`src/rtl/inst_encoder.sv`:
```
// inst_encoder
// Packs MIPS instruction fields into 32-bit words and queues each word with
// its target byte address. A bundle is consumed when in_valid && in_ready.
// Legal bundles are encoded and pushed into a small FIFO, and the PC then
// advances by 4. Illegal bundles are dropped and counted.
//
// Ports
//   clk, rst              clock (rising edge), asynchronous active-high reset
//   flush                 synchronous clear of the FIFO and PC; err_count is kept
//   in_valid/in_ready     input handshake for one field bundle
//   in_fmt                0=R, 1=I, 2=J, 3=illegal
//   in_opcode, in_rs, in_rt, in_rd, in_shamt, in_funct, in_imm, in_addr
//                         instruction fields; fields the format does not use are ignored
//   out_valid/out_ready   output handshake at the FIFO head
//   out_instruction       encoded word at the head
//   out_pc                byte address paired with the head word
//   err_pulse             high for one cycle after a rejected bundle
//   err_count             rejected-bundle count, saturates at 255
module inst_encoder #(
  parameter logic [31:0] BASE_ADDR = 32'h0000_0000,
  parameter int          DEPTH     = 4
) (
  input  logic        clk,
  input  logic        rst,
  input  logic        flush,
  input  logic        in_valid,
  output logic        in_ready,
  input  logic [1:0]  in_fmt,
  input  logic [5:0]  in_opcode,
  input  logic [4:0]  in_rs,
  input  logic [4:0]  in_rt,
  input  logic [4:0]  in_rd,
  input  logic [4:0]  in_shamt,
  input  logic [5:0]  in_funct,
  input  logic [15:0] in_imm,
  input  logic [25:0] in_addr,
  output logic        out_valid,
  input  logic        out_ready,
  output logic [31:0] out_instruction,
  output logic [31:0] out_pc,
  output logic        err_pulse,
  output logic [7:0]  err_count
);

  localparam int AW = $clog2(DEPTH);

  // Pointers carry one extra wrap bit so that full and empty can be told apart.
  logic [AW:0]  wr_ptr_reg;
  logic [AW:0]  rd_ptr_reg;
  logic [31:0]  pc_reg;
  logic [31:0]  mem_word_reg [DEPTH];
  logic [31:0]  mem_pc_reg   [DEPTH];
  logic         err_pulse_reg;
  logic [7:0]   err_count_reg;

  logic         full;
  logic         empty;
  logic         legal;
  logic [31:0]  enc_word;
  logic         accept;
  logic         push;
  logic         pop;

  assign empty = (wr_ptr_reg == rd_ptr_reg);
  assign full  = (wr_ptr_reg[AW] != rd_ptr_reg[AW]) &&
                 (wr_ptr_reg[AW-1:0] == rd_ptr_reg[AW-1:0]);

  // A pop does not open a slot for a push in the same cycle. in_ready only
  // rises on the cycle after the pop.
  assign in_ready  = !rst && !flush && !full;
  assign out_valid = !empty;

  assign accept = in_valid && in_ready;
  assign push   = accept && legal;
  // A flush overrides any same-cycle pop.
  assign pop    = out_valid && out_ready && !flush;

  // Check that the format and opcode agree, then encode the word.
  always_comb begin
    legal    = 1'b0;
    enc_word = 32'h0;
    case (in_fmt)
      2'd0: begin
        legal    = (in_opcode == 6'h00);
        enc_word = {6'h00, in_rs, in_rt, in_rd, in_shamt, in_funct};
      end
      2'd1: begin
        legal    = (in_opcode != 6'h00) && (in_opcode != 6'h02) && (in_opcode != 6'h03);
        enc_word = {in_opcode, in_rs, in_rt, in_imm};
      end
      2'd2: begin
        legal    = (in_opcode == 6'h02) || (in_opcode == 6'h03);
        enc_word = {in_opcode, in_addr};
      end
      default: begin
        legal    = 1'b0;
        enc_word = 32'h0;
      end
    endcase
  end

  always_ff @(posedge clk or posedge rst) begin
    if (rst) begin
      wr_ptr_reg <= '0;
      rd_ptr_reg <= '0;
    end else if (flush) begin
      wr_ptr_reg <= '0;
      rd_ptr_reg <= '0;
    end else begin
      if (push) wr_ptr_reg <= wr_ptr_reg + 1'b1;
      if (pop)  rd_ptr_reg <= rd_ptr_reg + 1'b1;
    end
  end

  // The PC wraps naturally at 2^32.
  always_ff @(posedge clk or posedge rst) begin
    if (rst) begin
      pc_reg <= BASE_ADDR;
    end else if (flush) begin
      pc_reg <= BASE_ADDR;
    end else if (push) begin
      pc_reg <= pc_reg + 32'd4;
    end
  end

  // The storage is reset so that the head reads 0 / BASE_ADDR after reset.
  generate
    for (genvar gi = 0; gi < DEPTH; gi++) begin : g_entry
      always_ff @(posedge clk or posedge rst) begin
        if (rst) begin
          mem_word_reg[gi] <= 32'h0;
          mem_pc_reg[gi]   <= BASE_ADDR;
        end else if (push && (wr_ptr_reg[AW-1:0] == AW'(gi))) begin
          mem_word_reg[gi] <= enc_word;
          mem_pc_reg[gi]   <= pc_reg;
        end
      end
    end
  endgenerate

  assign out_instruction = mem_word_reg[rd_ptr_reg[AW-1:0]];
  assign out_pc          = mem_pc_reg[rd_ptr_reg[AW-1:0]];

  // flush forces in_ready low, so no bundle can be rejected during a flush.
  always_ff @(posedge clk or posedge rst) begin
    if (rst) begin
      err_pulse_reg <= 1'b0;
      err_count_reg <= 8'd0;
    end else begin
      err_pulse_reg <= accept && !legal;
      if (accept && !legal && (err_count_reg != 8'hFF))
        err_count_reg <= err_count_reg + 8'd1;
    end
  end

  assign err_pulse = err_pulse_reg;
  assign err_count = err_count_reg;

endmodule

```
`config.mk`:
```
export PLATFORM = sky130hd
export DESIGN_NAME = inst_encoder
export DESIGN_NICKNAME = d
export VERILOG_FILES = /design/src/rtl/inst_encoder.sv
export SDC_FILE = /design/constraint.sdc
export NUM_CORES = 1
export LEC_CHECK = 0
export ABC_AREA = 1
export CAP_MARGIN = 20
export CORE_ASPECT_RATIO = 2
export CORE_MARGIN = 4
export CORE_UTILIZATION = 57
export CTS_CLUSTER_DIAMETER = 200
export CTS_CLUSTER_SIZE = 16
export DETAILED_ROUTE_END_ITERATION = 16
export PLACE_DENSITY = 0.8
export SYNTH_ARGS = -nofsm -noshare
export SYNTH_HDL_FRONTEND = slang
export SYNTH_SLANG_ARGS = --single-unit
```
`constraint.sdc`:
```
create_clock -name clk -period 9.9 [get_ports clk]
set_clock_uncertainty 0.2 [all_clocks]
set_input_delay 0.99 -clock clk [delete_from_list [all_inputs] [get_ports clk]]
set_output_delay 0.99 -clock clk [all_outputs]
set_load 0.005 [all_outputs]
```
Word level (Yosys, flattened, before mapping)
Cells that the tools add are included.
{"block": "word_totals", "out_inout_bits": 75, "reg_bits": 303, "rom_bits": 0, "inputBits": 81, "latch_bits": 0, "n_memories": 0, "mem_bits_rw": 0, "wordCells": 73}
{"block": "op_classes", "order_cmp": 1, "bitwise": 1, "n_mul": 0, "shift": 0, "add_sub_neg": 4, "n_reduce_logical": 27, "n_div": 0, "eq_ne": 13, "n_mux": 14}
{"cell": "32-bit 2-to-1 mux", "n": 6}
{"cell": "32-bit binary-select mux with 2-bit select", "n": 2}
{"cell": "32-bit one-hot mux with 3 select lines", "n": 1}
{"cell": "32-bit by 3-bit adder with 32-bit output, second input constant", "n": 1}
{"cell": "1-bit logical AND", "n": 15}
{"cell": "6-bit by 2-bit == test with 1-bit output, second input constant", "n": 2}
{"cell": "3-bit 2-to-1 mux", "n": 4}
{"cell": "6-bit by 2-bit inequality test with 1-bit output, second input constant", "n": 2}
{"cell": "8-bit by 1-bit adder with 8-bit output, second input constant", "n": 1}
{"cell": "8-bit inequality test, second input constant", "n": 1}
{"cell": "3-bit by 1-bit adder with 3-bit output, second input constant", "n": 2}
{"cell": "2-bit == test, second input constant", "n": 3}
{"cell": "6-bit logical NOT", "n": 1}
{"cell": "6-bit nonzero test", "n": 1}
{"cell": "1-bit logical NOT", "n": 5}
{"cell": "2-bit by 1-bit == test with 1-bit output, second input constant", "n": 2}
{"cell": "2-bit logical NOT", "n": 2}
{"cell": "2-bit nonzero test", "n": 2}
{"cell": "3-bit == test", "n": 1}
{"cell": "3-bit >= comparator, second input constant", "n": 1}
{"cell": "2-bit inverter with 3-bit output", "n": 1}
{"cell": "1-bit one-hot mux with 3 select lines", "n": 1}
{"cell": "2-bit == test", "n": 1}
{"cell": "1-bit logical OR", "n": 1}
{"cell": "1-bit inequality test", "n": 1}

Logic depth before layout (Yosys ltp)
Gate-level depths: netlist (run 1).
{"block": "depth", "ltp_word": 8, "mapped_depth": 13, "mapped_depth_nobuf": 11}

Worst setup path after synthesis (run 1)
No wires, ideal clock.
{"block": "synth_timing", "path_type": "register to output", "from": "register rd_ptr_reg[0]", "to": "output port out_instruction[22]", "arrival_ns": 1.392, "path_slack_ns": 7.318, "required_ns": 8.710, "path_stages_with_launch": 7, "n_path_buf": 3, "path_cell_list": "dfrtp_1 -> buf_4 -> inv_2 -> clkbuf_1 -> clkbuf_1 -> nor2_1 -> o22ai_1"}
{"block": "synth_between", "elab_chain_cells": 4}
{"element": "from (decl)", "line_no": "49", "text": "logic [AW:0] rd_ptr_reg;"}
{"element": "from (signal assigned)", "line_no": "111", "text": "if (pop) rd_ptr_reg <= rd_ptr_reg + 1'b1;"}
{"element": "2-bit inverter with 3-bit output (implied by the code)", "line_no": "141", "text": "assign out_instruction = mem_word_reg[rd_ptr_reg[AW-1:0]];"}
{"element": "32-bit binary-select mux with 2-bit select", "line_no": "141"}
{"element": "32-bit 2-to-1 mux (implied by the code) (2 in series)", "line_no": "141"}
{"element": "to (decl)", "line_no": "39", "text": "output logic [31:0] out_instruction,"}
Every way passes these cells. The select of a mux whose other input is x is not followed.

Final worst setup path (run 1)
{"block": "layout_timing", "from": "register rd_ptr_reg[0]", "to": "output port out_pc[2]"}
{"block": "layout_between", "elab_chain_cells": 4}
{"element": "2-bit inverter with 3-bit output (implied by the code)", "line_no": "142", "text": "assign out_pc = mem_pc_reg[rd_ptr_reg[AW-1:0]];"}
{"element": "32-bit binary-select mux with 2-bit select", "line_no": "142"}
{"element": "32-bit 2-to-1 mux (implied by the code) (2 in series)", "line_no": "142"}
{"element": "to (decl)", "line_no": "40", "text": "output logic [31:0] out_pc,"}
Every way passes these cells. The select of a mux whose other input is x is not followed.

==> impl_results.md, run 1 <==
* Status: finished clean
* Synth Warn # at 0
* Vias in the first global route at 13680
* RSZ-0062 raised after global routing: false
* DP Area at 16340 sq um
* CP max stage delay at 0.76 ns
* TNS Setup at 0 ns
* Crit path DAT at 3.88 ns
* DRC at 0
* Row cnt at 83
* Initial Util at 58.01%
* Layout area overhead at 13.25%
* Fin crit share at 51.18%
* Ordered cell list for the critical path: clkinv_2 -> buf_4 -> o21ai_0 -> o22ai_1 -> clkdlybuf4s50_1
* MaxCap Viol Count at 0
* Die area at 29130 sq um
* Clock sinks at 293
* Most frequent cells in the layout: nand2_1 (704), nand3_1 (354), dfrtp_1 (291), nor2_1 (202), clkdlybuf4s50_1 (153)
* CP max-delay cell: buf_4
* 1st-pass router iterations at 8
* Slew at the pin closest to its max-slew limit at 1.061 ns
* CTS HTree Levels at 1
* Post-synthesis adder-cell area fraction at 0.5839%
* Max FO, Critical Path at 79
* Multiplexer area fraction after synthesis at 0%
* DR WL/cell at 18.24 um
* Critical path class: reg2out
* Worst R2R Setup Slack at 5.25 ns
* Antenna cell count at 0
* Main combinational cell family by area after synthesis: simple AND/OR/NAND/NOR gates
* CTS tree: yes
* Port Buffers at 153
* Post-synthesis sequential area ratio at 48.88%
* Mean Syn Cell Area at 7.444 sq um
* Number of buffers created by CTS at 22
* Hold Crit Class: reg2reg
* Leakage power at 8.629 nW
* Total GRT Usage at 29.92%
* Clk buf depth at 3
* Ratio of cells with drive above 1 in the final layout at 2.943%
* Beginning of the worst hold path: mem_word_reg[37]
* Clock latency on the worst-skew pair at 0.53 ns
* Routed vias/inst at 5.966
* WHS Endpoint: mem_word_reg[37]
* Worst Hold Path Cells at 2
* Gr ovfl total at 0
* Post-CTS sizing at 0
* Mapped cell area at 15000 sq um
* Top delay family on crit path: buffers and inverters
* First-pass GRT wire length at 70110 um
* Yosys cell types at 25
* Worst flop-to-flop path startpoint: rd_ptr_reg[0]
* Number of routed nets with antenna violations at 0
* Die W at 122.7 um
* Non-Filler Instances at 2379
* Post-DP HPWL at 24790 um
* Worst EP required at 8.71 ns
* Max reg flops at 128
* Synth Area in Compound Gates at 7.508%
* Final Max Tran Viols at 0
* Peak VDD IR at 0.1633 mV
* Overall Power at 3.133 mW
* Pin count of the biggest net entering global routing at 179
* Via count at 14190
* Minimum clock period at 5.067 ns
* Synth Area in Simple Gates at 35.34%
* Count of state elements after synthesis at 293
* Core area at 25860 sq um
* Cts hold-fix bufs at 0
* Final Hold Viols at 0
* Finished Cell Area at 16990 sq um
* Routed wire length at 43400 um
* FF-to-FF End: mem_pc_reg[102]
* # IOs at 156
* Synthesized instance count at 2015
* Top achievable clock speed at 197.3 MHz
* Element type at the critical path start: register
* Post-CTS Setup Repair Bufs at 0
* Final nets at 2126
* Rel. slew slack at 29.29%
* Worst setup EP type: output port
* Xor/xnor share of the synthesized area at 1.401%
* CTS root buf: clkbuf_16
* Final setup viols at 0
* Post-Place Cells at 2352
* CTS clk-pin slew, worst paths at 0.08 ns
* Buffers & Inverters on Critical Path at 3
* DIE HEIGHT at 237.4 um
* Reg2reg path depth at 12
* Commonest non-fill, non-tap cell in the layout: nand2_1
* Antenna violations before repair at 0
* DRT iter0 DRCs at 1568
* P per Cell Area at 184.5 nW/um^2
* GPL Wtd Cong at 0.9872
-- Yosys cell counts (all sizes together) --
master / n / area (sq um)
a22o: 10 / 87.58
buf: 67 / 402.9
clkbuf: 103 / 386.6
clkinv: 1 / 3.750
conb: 1 / 3.750
dfrtp: 293 / 7332
ha: 7 / 87.58
inv: 39 / 146.4
nand2: 705 / 2649
nand3: 359 / 1812
nand3b: 2 / 15.01
nand4: 6 / 37.54
nor2: 205 / 782.0
nor3: 1 / 5.000
o21ai: 130 / 650.6
o22ai: 62 / 387.9
xnor2: 9 / 78.83
xor2: 15 / 131.4
-- final cells by class --
type,count,area [sq um]
Timing Repair Buffer,168,1684
Sequential cell,293,7337
Tap cell,340,425.4
Inverter,40,163.9
Fill cell,2240,8871
Multi-Input combinational cell,1513,6782
Clock buffer,24,579.3
Clock inverter,1,16.27
-- worst max-delay path by stage --
| stage | start | endpoint | slack, ns | cells past startpoint |
|---|---|---|---|---|
| finish | rd_ptr_reg[0] | out_pc[2] | 4.83 | 5 |
| global route | rd_ptr_reg[0] | out_instruction[2] | 4.77 | 5 |
| CTS | in_fmt[0] | mem_word_reg[57] | 4.87 | 10 |
| detailed placement | in_fmt[0] | mem_pc_reg[46] | 4.32 | 10 |
| global placement | in_fmt[0] | mem_pc_reg[13] | 4.45 | 10 |
| floorplan | rst | err_count[0] | 0.62 | 1 |
-- per-stage QoR --
step / utilization (%) / hold WS, ns / setup WS (ns)
after floorplan: - / 0.2439 / 0.6192
after global placement: 63.18 / 0.2560 / 4.446
after detailed placement: 63.18 / 0.2605 / 4.315
after CTS: 65.48 / 0.2788 / 4.875
after global routing: 65.69 / 0.2853 / 4.770
final: 65.69 / 0.2760 / 4.833
-- routing by layer --
| layer | vias up | global-route usage, % | wire [um] | part of all wire [%] |
|---|---|---|---|---|
| met2 | 697 | 51.04 | 22180 | 51 |
| li1 | 6577 | - | - | - |
| met4 | 0 | 14.75 | 2045 | 4.7 |
| met5 | - | 0 | 0 | 0 |
| met3 | 132 | 4.357 | 3478 | 8.0 |
| met1 | 6786 | 36.68 | 15690 | 36 |
-- worst register-to-register path, delay by kind of cell, from the launching register on --
family,cells,cell delay [ns]
buffers and inverters,5,2.54
AND/OR/NAND/NOR,7,1.02
flip-flops,1,0.83
-- logic make-up (layout without fill, tap and decap cells) --
| logic type | after synthesis | after routing |
|---|---|---|
| xor gates and xnor gates | 24 | 24 |
| and+or+nand+nor | 1278 | 1278 |
| buffers and inverters | 210 | 233 |
| adders and majority gates | 7 | 7 |
| DFF | 293 | 293 |
| other | 1 | 2 |
| AOI/OAI and AO/OA | 202 | 202 |
-- report_power, final --
part,internal [mW],leakage [nW],switching (mW),total [mW]
Combinational,0.451,4.29,0.551,1.00
Sequential,1.25,4.05,0.0560,1.30
Clock,0.415,0.292,0.414,0.828
Total,2.11,8.63,1.02,3.13
Power figures use the tool's default switching activity.
==> inputs of run 2 (changes only) <==
- clock period: 9.9 -> 4.9 ns (I/O delays scaled with it)
==> run 2 against run 1 <==
  * Combinational power grew 100%
  * Setup slack worse by 3.9 ns
  * Critical path depth shrank 1
  * Register-to-register slack got worse by 4.0 ns
  * Critical path type unchanged
==> impl_results.md, run 2 (synthesized netlist as in run 1, its figures left out) <==
* CTS tree: yes
* DRT iter0 DRCs at 1559
* Element type at the critical path start: register
* Initial Util at 58.01%
* Number of routed nets with antenna violations at 0
* 1st-pass router iterations at 5
* Crit path DAT at 3.26 ns
* Leakage power at 8.674 nW
* Worst flop-to-flop path startpoint: rd_ptr_reg[0]
* CTS HTree Levels at 1
* Slew at the pin closest to its max-slew limit at 1.061 ns
* Hold Crit Class: reg2reg
* P per Cell Area at 371.4 nW/um^2
* Critical path capture point: out_instruction[27]
* Reg2reg path depth at 11
* Ratio of cells with drive above 1 in the final layout at 3.416%
* Cts hold-fix bufs at 0
* MaxCap Viol Count at 0
* Total GRT Usage at 29.88%
* CTS clk-pin slew, worst paths at 0.07 ns
* Multi-input gate area at 6751 sq um
* Final nets at 2136
* Post-DP HPWL at 25620 um
* Layout area overhead at 13.60%
* Row cnt at 83
* CTS root buf: clkbuf_16
* Number of buffers created by CTS at 22
* Status: finished clean
* Minimum clock period at 3.948 ns
* Clock latency on the worst-skew pair at 0.53 ns
* Worst setup path startpoint: rd_ptr_reg[0]
* TNS Setup at 0 ns
* Overall Power at 6.328 mW
* GPL Wtd Cong at 0.9283
* Die area at 29130 sq um
* Commonest non-fill, non-tap cell in the layout: nand2_1
* Pin count of the biggest net entering global routing at 169
* Final Max Tran Viols at 0
* Gr ovfl total at 0
* Via count at 14300
* Max reg flops at 128
* Peak VDD IR at 0.3631 mV
* Critical path class: reg2out
* # IOs at 156
* Clk buf depth at 3
* Rel. slew slack at 29.24%
* Routed vias/inst at 5.984
* Post-CTS sizing at 0
* Filler Cell Count at 2210
* Die W at 122.7 um
* Most frequent cells in the layout: nand2_1 (704), nand3_1 (354), dfrtp_1 (291), nor2_1 (202), clkdlybuf4s50_1 (153)
* Routed wire length at 43360 um
* Core area at 25860 sq um
* Worst EP required at 4.21 ns
* Post-CTS Setup Repair Bufs at 0
* First-pass GRT wire length at 70460 um
* Fin crit share at 80.56%
* FF-to-FF End: mem_word_reg[42]
* DR WL/cell at 18.15 um
* Clock sinks at 293
* Final Hold Viols at 0
* Vias in the first global route at 14090
* RSZ-0062 raised after global routing: false
* Worst R2R Setup Slack at 1.25 ns
* Antenna cell count at 0
* Port Buffers at 153
* DIE HEIGHT at 237.4 um
* Antenna violations before repair at 0
* DRC at 0
* Sequential Area at 7337 sq um
* Top achievable clock speed at 253.3 MHz
* Worst setup EP type: output port
* Final setup viols at 0
* Max FO, Critical Path at 97
==> run 2: how the worst min path moves through the flow <==
stage | cells past startpoint | endpoint | slack (ns) | startpoint
2_1_floorplan | 2 | mem_pc_reg[63] | 0.24 | mem_pc_reg[63]
3_3_place_gp | 2 | mem_word_reg[38] | 0.26 | mem_word_reg[38]
3_5_place_dp | 2 | mem_word_reg[43] | 0.26 | mem_word_reg[43]
4_1_cts | 2 | mem_word_reg[48] | 0.28 | mem_word_reg[48]
5_1_grt | 2 | mem_word_reg[60] | 0.29 | mem_word_reg[60]
6_report | 2 | mem_word_reg[52] | 0.27 | mem_word_reg[52]
==> run 2: metrics by stage <==
| step | hold slack, ns | util (%) | instances | setup slack [ns] | cell area (sq um) |
|---|---|---|---|---|---|
| detailed placement | 0.2603 | 63.59 | 2364 | 1.176 | 16440 |
| floorplan | 0.2439 | - | 2016 | 0.3209 | 15010 |
| CTS | 0.2792 | 65.89 | 2389 | 1.004 | 17040 |
| global placement | 0.2569 | 63.59 | 2364 | 1.243 | 16440 |
| global route | 0.2917 | 65.89 | 2389 | 0.8644 | 17040 |
| finish | 0.2726 | 65.89 | 2389 | 0.9524 | 17040 |
==> run 2: final cells by class <==
cell class	instances	area share [%]
multi-input combinational	1513	39.62
clock inverter	1	0.09546
sequential	293	43.06
inverter	40	0.9399
tap	340	2.497
timing repair buffer	178	10.38
clock buffer	24	3.400
==> run 2: metal layers <==
metal | track usage [%] | wire length, um
met1 | 36.44 | 15480
met2 | 51.32 | 22270
met3 | 3.690 | 3560
met4 | 15.33 | 2045
met5 | 0 | 0
==> run 2: worst max-delay path: stages, from the launching register on <==
cell,delay (ns)
dfrtp_4,0.66
buf_4,0.82
o21ai_0,0.17
o22ai_1,0.38
clkdlybuf4s50_1,0.58
==> run 2: power breakdown <==
part | leakage [nW] | switching [mW] | internal, mW
registers | 4.05 | 0.0948 | 2.52
logic | 4.33 | 1.13 | 0.912
clock network | 0.292 | 0.832 | 0.838
==> inputs of run 3 (changes only) <==
- CORE_UTILIZATION: 57 -> 52
- PLACE_DENSITY: 0.8 -> 0.77
- clock period: 4.9 -> 3.4 ns (I/O delays scaled with it)
==> run 3 against run 2 <==
  * Utilization down 4.7 points
  * Clock power up 45%
  * Flip-flop and latch count unchanged
  * Global-route usage is 2.4 points lower
  * Critical path type unchanged
  * Via count fell by 1.3%
  * Critical path depth is the same
  * Die area up 9.1%
  * First-iteration DRC count shrank 30%
  * Cell count up 1.4%
  * Non-clock buffer count is 18 higher
  * Critical endpoint is now out_pc[4]
  * Largest cell class unchanged
  * Sequential power increased by 43%
==> impl_results.md, run 3 (synthesized netlist as in run 1, its figures left out) <==
* Number of routed nets with antenna violations at 0
* Element type at the critical path start: register
* Routed vias/inst at 5.823
* Hold Crit Class: in2async
* # IOs at 156
* P_sw at 2.986 mW
* Worst EP required at 2.86 ns
* Minimum clock period at 3.201 ns
* Routed wire length at 44100 um
* Slew at the pin closest to its max-slew limit at 0.9818 ns
* Most frequent cells in the layout: nand2_1 (704), nand3_1 (354), dfrtp_1 (291), nor2_1 (202), clkdlybuf4s50_1 (153)
* Layout area overhead at 15.49%
* Vias in the first global route at 13810
* GPL Wtd Cong at 0.9974
* Ratio of cells with drive above 1 in the final layout at 4.257%
* Rel. slew slack at 34.41%
* P_int at 6.197 mW
* Worst setup EP type: output port
* Initial Util at 53.00%
* Max FO, Critical Path at 70
* Final Hold Viols at 0
* Ordered cell list for the critical path: buf_4 -> o21ai_0 -> o22ai_1 -> clkdlybuf4s50_1
* Die W at 128.1 um
* FF-to-FF End: pc_reg[30]
* DRC at 0
* Status: finished clean
* Buffers & Inverters on Critical Path at 2
* Commonest non-fill, non-tap cell in the layout: nand2_1
* Peak VDD IR at 0.6611 mV
* CTS tree: yes
* Clock latency on the worst-skew pair at 0.54 ns
* Reg2reg path depth at 11
* Clock sinks at 293
* Max reg flops at 128
* Final setup viols at 0
* DIE HEIGHT at 248.2 um
* DRT iter0 DRCs at 1090
* Port Buffers at 153
* Top achievable clock speed at 312.4 MHz
* Logic gate share of total power at 32.9%
* Number of buffers created by CTS at 22
* Pin count of the biggest net entering global routing at 105
* Row cnt at 87
* Post-DP HPWL at 27870 um
* Final Max Tran Viols at 0
* Flop pwr share at 40.7%
* P per Cell Area at 530.1 nW/um^2
* 1st-pass router iterations at 5
* Power share of the clock group at 26.3%
* Die area at 31790 sq um
* RSZ-0062 raised after global routing: false
* Worst R2R Setup Slack at 0.62 ns
* Top delay family on crit path: buffers and inverters
* CTS root buf: clkbuf_16
* Final nets at 2154
* Core Util, Final at 61.21%
* Gr ovfl total at 0
* Leakage power at 8.811 nW
* Core area at 28300 sq um
* Sw Ratio at 32.51%
* Filler Cell Count at 2591
* Critical path class: reg2out
* Clk buf depth at 3
* CTS clk-pin slew, worst paths at 0.08 ns
* First-pass GRT wire length at 70840 um
* Cts hold-fix bufs at 0
* Fin crit share at 94.14%
* Antenna cell count at 0
* Total GRT Usage at 27.46%
* MaxCap Viol Count at 0
* Finished Cell Area at 17320 sq um
* Antenna violations before repair at 0
* CP max stage delay at 0.60 ns
* CTS HTree Levels at 1
* Crit path DAT at 2.66 ns
* Worst flop-to-flop path startpoint: wr_ptr_reg[0]
* DP Area at 16720 sq um
* Via count at 14110
* CP max-delay cell: buf_4
* DR WL/cell at 18.20 um
## run 3: how the worst max path moves through the flow
| stage | start | endpoint | cells after the start |
|---|---|---|---|
| finish | rd_ptr_reg[0] | out_pc[4] | 4 |
| global route | rd_ptr_reg[0] | out_pc[13] | 4 |
| CTS | rd_ptr_reg[1] | out_instruction[29] | 5 |
| detailed placement | in_opcode[5] | pc_reg[30] | 10 |
| global placement | in_opcode[2] | pc_reg[13] | 10 |
| floorplan | rst | err_count[0] | 1 |
## run 3: through the flow
| stage | power (mW) | instances | setup WS [ns] | hold slack [ns] | TNS [ns] |
|---|---|---|---|---|---|
| 3_3_place_gp | 6.801 | 2398 | 0.4765 | 0.2565 | 0 |
| 3_5_place_dp | 6.829 | 2398 | 0.3472 | 0.2599 | 0 |
| 2_1_floorplan | 5.274 | 2016 | -1.029 | 0.2439 | -301.54 |
| 6_report | 9.183 | 2423 | 0.1991 | 0.2048 | 0 |
| 5_1_grt | 9.643 | 2423 | 0.1487 | 0.2476 | 0 |
| 4_1_cts | 9.236 | 2423 | 0.006586 | 0.2069 | 0 |
## run 3: layout make-up
type | count | area, sq um | share of cell area [%]
repair buffers | 196 | 2033 | 11.74
flip-flops and latches | 293 | 7337 | 42.35
inverters | 40 | 160.2 | 0.9245
clock buffers | 24 | 579.3 | 3.344
multi-input cells | 1513 | 6751 | 38.97
well taps | 356 | 445.4 | 2.571
clock inverters | 1 | 16.27 | 0.09390
## run 3: power by group through the flow
stage | combinational [mW] | sequential [mW] | clock (mW)
after floorplan | 1.50 | 3.77 | 0
after global placement | 3.00 | 3.80 | 0
after detailed placement | 3.03 | 3.80 | 0
after CTS | 3.04 | 3.74 | 2.46
after global routing | 3.30 | 3.76 | 2.59
final | 3.02 | 3.74 | 2.42
## run 3: repair_timing
item                       4_1_cts  5_1_grt
setup endpoints to repair        0        2
buffers inserted                 0        0
resized for setup                0        1
## run 3: per-layer routing
metal  track usage (%)  up-vias  share of wire [%]
li1                  -     6621                  -
met1             32.36     6805                 37
met2             50.22      563                 53
met3             2.940      121                5.9
met4             11.72        0                3.7
met5                 0        -                  0
